### config.mk
export PLATFORM = sky130hd
export DESIGN_NAME = serial_subtractor
export DESIGN_NICKNAME = d
export VERILOG_FILES = /design/src/rtl/sub_pkg.sv /design/src/rtl/full_sub_bit.sv /design/src/rtl/serial_subtractor.sv
export SDC_FILE = /design/constraint.sdc
export NUM_CORES = 1
export LEC_CHECK = 0
export CORE_MARGIN = 2
export CORE_UTILIZATION = 50
export DETAILED_ROUTE_END_ITERATION = 8
export PLACE_DENSITY = 0.76
export SKIP_CTS_REPAIR_TIMING = 1
export SYNTH_ARGS = -nofsm -noshare
export SYNTH_HDL_FRONTEND = slang
export SYNTH_SLANG_ARGS = --single-unit
export TNS_END_PERCENT = 10
### constraint.sdc
create_clock -name clk -period 3.1 [get_ports clk]
set_input_delay 0.93 -clock clk [delete_from_list [all_inputs] [get_ports clk]]
set_output_delay 0.93 -clock clk [all_outputs]
set_load 0.02 [all_outputs]
### src/rtl/sub_pkg.sv
// rtl/sub_pkg.sv - shared types and constants for the bit-serial subtractor
// Purpose: state encoding, default operand width and a counter-width helper.
// Ports: none (package).
package sub_pkg;

  typedef enum logic [1:0] {
    IDLE = 2'd0,
    RUN  = 2'd1,
    DONE = 2'd2
  } state_t;

  localparam int SUB_W_DEFAULT = 8;

  // Width needed to hold values 0..v-1, never less than one bit.
  function automatic int clog2(input int v);
    int r;
    r = 0;
    while ((1 << r) < v) r++;
    return (r < 1) ? 1 : r;
  endfunction

endpackage

### src/rtl/full_sub_bit.sv
// rtl/full_sub_bit.sv - combinational one-bit full subtractor
// Purpose: d = a - b - bin for one bit, built from two half-subtractor stages.
// Ports:
//   a    in  minuend bit
//   b    in  subtrahend bit
//   bin  in  borrow in
//   d    out difference bit
//   bout out borrow out
module full_sub_bit (
  input  logic a,
  input  logic b,
  input  logic bin,
  output logic d,
  output logic bout
);

  logic d1;
  logic b1;
  logic b2;

  // First half subtractor: a - b.
  assign d1 = a ^ b;
  assign b1 = ~a & b;

  // Second half subtractor: (a - b) - bin.
  assign d  = d1 ^ bin;
  assign b2 = ~d1 & bin;

  assign bout = b1 | b2;

endmodule

### src/rtl/serial_subtractor.sv
// rtl/serial_subtractor.sv - bit-serial W-bit unsigned subtractor with valid/ready handshakes
// Purpose: computes diff = (a - b) mod 2^W, LSB first, one bit per clock.
// Ports:
//   clk        in  rising-edge clock
//   rst_n      in  asynchronous active-low reset
//   in_valid   in  operands a/b valid
//   in_ready   out block can accept operands (IDLE)
//   a, b       in  W-bit minuend / subtrahend
//   out_valid  out diff/borrow valid (DONE)
//   out_ready  in  downstream accepts the result
//   diff       out last completed (a - b) mod 2^W
//   borrow     out last completed borrow, 1 iff a < b
module serial_subtractor
  import sub_pkg::*;
#(
  parameter int W = SUB_W_DEFAULT
) (
  input  logic         clk,
  input  logic         rst_n,
  input  logic         in_valid,
  output logic         in_ready,
  input  logic [W-1:0] a,
  input  logic [W-1:0] b,
  output logic         out_valid,
  input  logic         out_ready,
  output logic [W-1:0] diff,
  output logic         borrow
);

  localparam int CW = clog2(W);
  localparam logic [CW-1:0] LAST = CW'(W - 1);

  state_t        state_q;
  state_t        state_d;
  logic [W-1:0]  sh_a;
  logic [W-1:0]  sh_b;
  logic [W-1:0]  res_q;
  logic          br_q;
  logic [CW-1:0] cnt_q;
  logic [W-1:0]  diff_q;
  logic          borrow_q;

  logic          bit_d;
  logic          bit_bout;

  full_sub_bit u_cell (
    .a    (sh_a[0]),
    .b    (sh_b[0]),
    .bin  (br_q),
    .d    (bit_d),
    .bout (bit_bout)
  );

  // Handshake outputs are pure state decodes, so no input reaches them combinationally.
  assign in_ready  = (state_q == IDLE);
  assign out_valid = (state_q == DONE);
  assign diff      = diff_q;
  assign borrow    = borrow_q;

  always_comb begin
    state_d = state_q;
    case (state_q)
      IDLE:    if (in_valid) state_d = RUN;
      RUN:     if (cnt_q == LAST) state_d = DONE;
      DONE:    if (out_ready) state_d = IDLE;
      default: state_d = IDLE;
    endcase
  end

  always_ff @(posedge clk or negedge rst_n) begin
    if (!rst_n) begin
      state_q <= IDLE;
    end else begin
      state_q <= state_d;
    end
  end

  always_ff @(posedge clk or negedge rst_n) begin
    if (!rst_n) begin
      sh_a     <= '0;
      sh_b     <= '0;
      res_q    <= '0;
      br_q     <= 1'b0;
      cnt_q    <= '0;
      diff_q   <= '0;
      borrow_q <= 1'b0;
    end else begin
      case (state_q)
        IDLE: begin
          if (in_valid) begin
            sh_a  <= a;
            sh_b  <= b;
            br_q  <= 1'b0;
            cnt_q <= '0;
          end
        end
        RUN: begin
          sh_a  <= {1'b0, sh_a[W-1:1]};
          sh_b  <= {1'b0, sh_b[W-1:1]};
          res_q <= {bit_d, res_q[W-1:1]};
          br_q  <= bit_bout;
          cnt_q <= cnt_q + 1'b1;
          // Publish only the complete word; partial bits stay in res_q.
          if (cnt_q == LAST) begin
            diff_q   <= {bit_d, res_q[W-1:1]};
            borrow_q <= bit_bout;
          end
        end
        default: ;
      endcase
    end
  end

endmodule
==> flow_summary.yaml <==
yosys:
  synth_commonest_cells: "dfrtp_1 (38), o22ai_1 (22), a21oi_1 (9), mux2_2 (8), mux2_4 (7)"
  yosysTopAreaCell: "dfrtp_1"
  syn_nets: 154
  ys_ff_latch: 38
  synth_area_mm2: 0.00168
  synth-async-reset-ratio: 1.00
  yosysWarningCount: 0
  synth_top_cell_area_share: 0.567
  synth_area_leaders: "dfrtp_1 (57%), o22ai_1 (8.2%), mux2_4 (6.3%), mux2_2 (5.4%), a21oi_1 (2.7%)"
  ys.flop_type: "dfrtp_1"
  seq_area_frac_synth: 0.567
  synth.avg_cell_area_um2: 12.8
  synth_edf_count: 0
  ys_types: 28
  yosys.cell_count.top_type: "dfrtp_1"
  synth_cells: 131
placed_design:
  place.gp.congestion: 0.728
  dpl.cell_count: 199
  io_buffer_count: 30
  hpwlAfterDp_um: 2330
  dpl_cell_area_mm2: 0.00197
finish:
  fin_cells: 207
  drive_above_1_share: 0.186
  final_util: 0.632
  finalInstanceArea_mm2: 0.00208
  nNetsFinal: 183
  fillCellCount: 257
  areaGrowthSynthToFinish_pct: 23.9
  n_antenna_cell: 0
routing:
  wl_um: 3440
  first_pass_iters: 4
  avgRoutedWirePerCell_um: 16.6
  via_per_inst: 5.65
  drt_iter0_drc: 42
  remaining_drc_errors: 0
  via_count: 1169
  ant_nets: 0
global_routing:
  grt_pass1_wl_um: 5340
  grt_pass1_vias: 1136
  gr-total-overflow: 0
  antenna_found_initial: 0
  grt_max_degree: 39
  track_usage: 0.207
worst_hold_path:
  min_from: "cnt_q[0]"
  whs_path_depth: 1
  min_to: "cnt_q[0]"
  hp-class: "register to register"
timing:
  setup_viol: 0
  tightest_slew_ps: 779
  rsz0062_at_grt: "false"
  slew-limit-headroom: 0.480
  hold-worst-slack_ps: 496
  hold_violations: 0
  fin_skew_ps: 19.5
  post-route-period-util: 0.948
  maxSlewViolCount: 0
  max_freq_ghz: 0.340
  finalSetupTns_ps: 0
  period_needed_ps: 2940
setup_path:
  path_delay_family: "buffers and inverters"
  cp-end-kind: "output port"
  cp_cell_sequence: "inv_1, nor2_1, clkdlybuf4s50_1"
  cp_slowest_stage_delay_ps: 620
  start_kind: "register"
  r2r_start: "state_q[0]"
  path_class: "register to output port"
  path_max_fanout: 15
  critPathArrivalTime_ps: 2010
  reg2reg_depth: 2
  reg2reg_to: "sh_b[6]"
  cp_data_required_time_ps: 2170
  rrSetupSlack_ps: 1330
  path_buf_inv: 2
  crit_path_top_delay_cell: "clkdlybuf4s50_1"
  startpoint: "state_q[1]"
power:
  switching_share: 0.337
  powerDensity_mw_per_mm2: 1070
  p_sw_uw: 749
  power.leakage_uw: 0.000896
  p_comb_frac: 0.402
  internal_power_uw: 1470
  power_frac_seq: 0.409
  irDropWorstVdd_uv: 551
  p_clk_frac: 0.189
floorplan:
  start_util: 0.510
  die_height_um: 61.9
  die_x_um: 61.9
  ios: 31
  coreArea_mm2: 0.00328
  rows: 21
  dieArea_mm2: 0.00383
status:
  status: "finished, final reports clean"
clocking:
  cts_max_path_buffers: 2
  cts_made_buffers: 5
  htree_levels: 2
  tritoncts: "built"
  clk-insertion-delay-late_ps: 360
  cts_root_buffer: "clkbuf_4"
  clk_transition_reported_paths_ps: 110
  clock_sinks: 38
run:
  cap_viol_max_count: 0
-- layer usage --
metal | vias to the layer above | part of all wire | global-route usage
met4 | 0 | 0.017 | 0.100
met3 | 6 | 0.050 | 0.0745
li1 | 544 | - | -
met1 | 577 | 0.41 | 0.257
met2 | 42 | 0.52 | 0.322
met5 | - | 0 | 0
-- cell type report --
class                           count  area, um2  share of cell area
Timing Repair Buffer               31        308               0.148
Clock inverter                      3       68.8              0.0331
Tap cell                           46       57.6              0.0277
Inverter                            4       15.0             0.00723
Multi-Input combinational cell     80        639               0.308
Sequential cell                    38        951               0.458
Clock buffer                        5       37.5              0.0181
-- registers in the layout, indices dropped and copies added, names as in the netlist --
name     cells
diff         8
res_q        7
state_q      2
br_q         1
borrow       1
sh_b         8
cnt_q        3
sh_a         8
-- how the worst max path moves through the flow --
stage | endpoint | slack, ps | depth (start not counted)
final | out_valid | 160 | 3
after global routing | out_valid | 50 | 3
after floorplan | out_valid | 1170 | 4
after CTS | out_valid | 160 | 3
after global placement | out_valid | 630 | 3
after detailed placement | sh_a[2] | 580 | 4
-- logic make-up (layout without fill, tap and decap cells) --
| family | count (synthesis) | in the layout | share of synthesized area |
|---|---|---|---|
| AOI/OAI and AO/OA | 47 | 47 | 0.179 |
| DFF | 38 | 38 | 0.567 |
| muxes | 15 | 15 | 0.116 |
| and+or+nand+nor | 15 | 15 | 0.0590 |
| buffers and inverters | 13 | 43 | 0.0515 |
| adders and majority gates | 3 | 3 | 0.0269 |
-- metrics by stage --
step,setup slack [ps],total power (uW)
after floorplan,1170,1550
after global placement,634,1750
after detailed placement,576,1810
after CTS,158,2240
after global routing,51.1,2370
final,162,2220
-- power groups by stage --
stage	combinational [uW]	clock, uW	sequential [uW]
floorplan	619	0	929
global placement	852	0	897
detailed placement	893	0	918
CTS	903	426	909
global route	985	450	940
finish	895	419	909
-- placed cells by master (no fill, tap or decap) --
master and n:
o21ai_1 3, nor2_2 1, nand2b_2 1, dfrtp_1 38
inv_1 3, a22o_1 2, nor2b_1 1, o21ai_0 3
o21bai_1 1, ha_1 2, mux2_4 7, a2bb2oi_1 5
inv_2 1, mux2_2 8, a21oi_1 9, nand3b_4 1
o221a_2 1, nand2b_1 2, nor2_1 3, o31ai_1 1
clkdlybuf4s50_1 30, buf_4 1, nand2_1 4, nor2_4 1
nand3b_1 1, fa_1 1, clkbuf_4 5, o22ai_1 22
bufinv_16 2, clkinv_4 1
No activity file was read; power rests on OpenSTA's default activity.
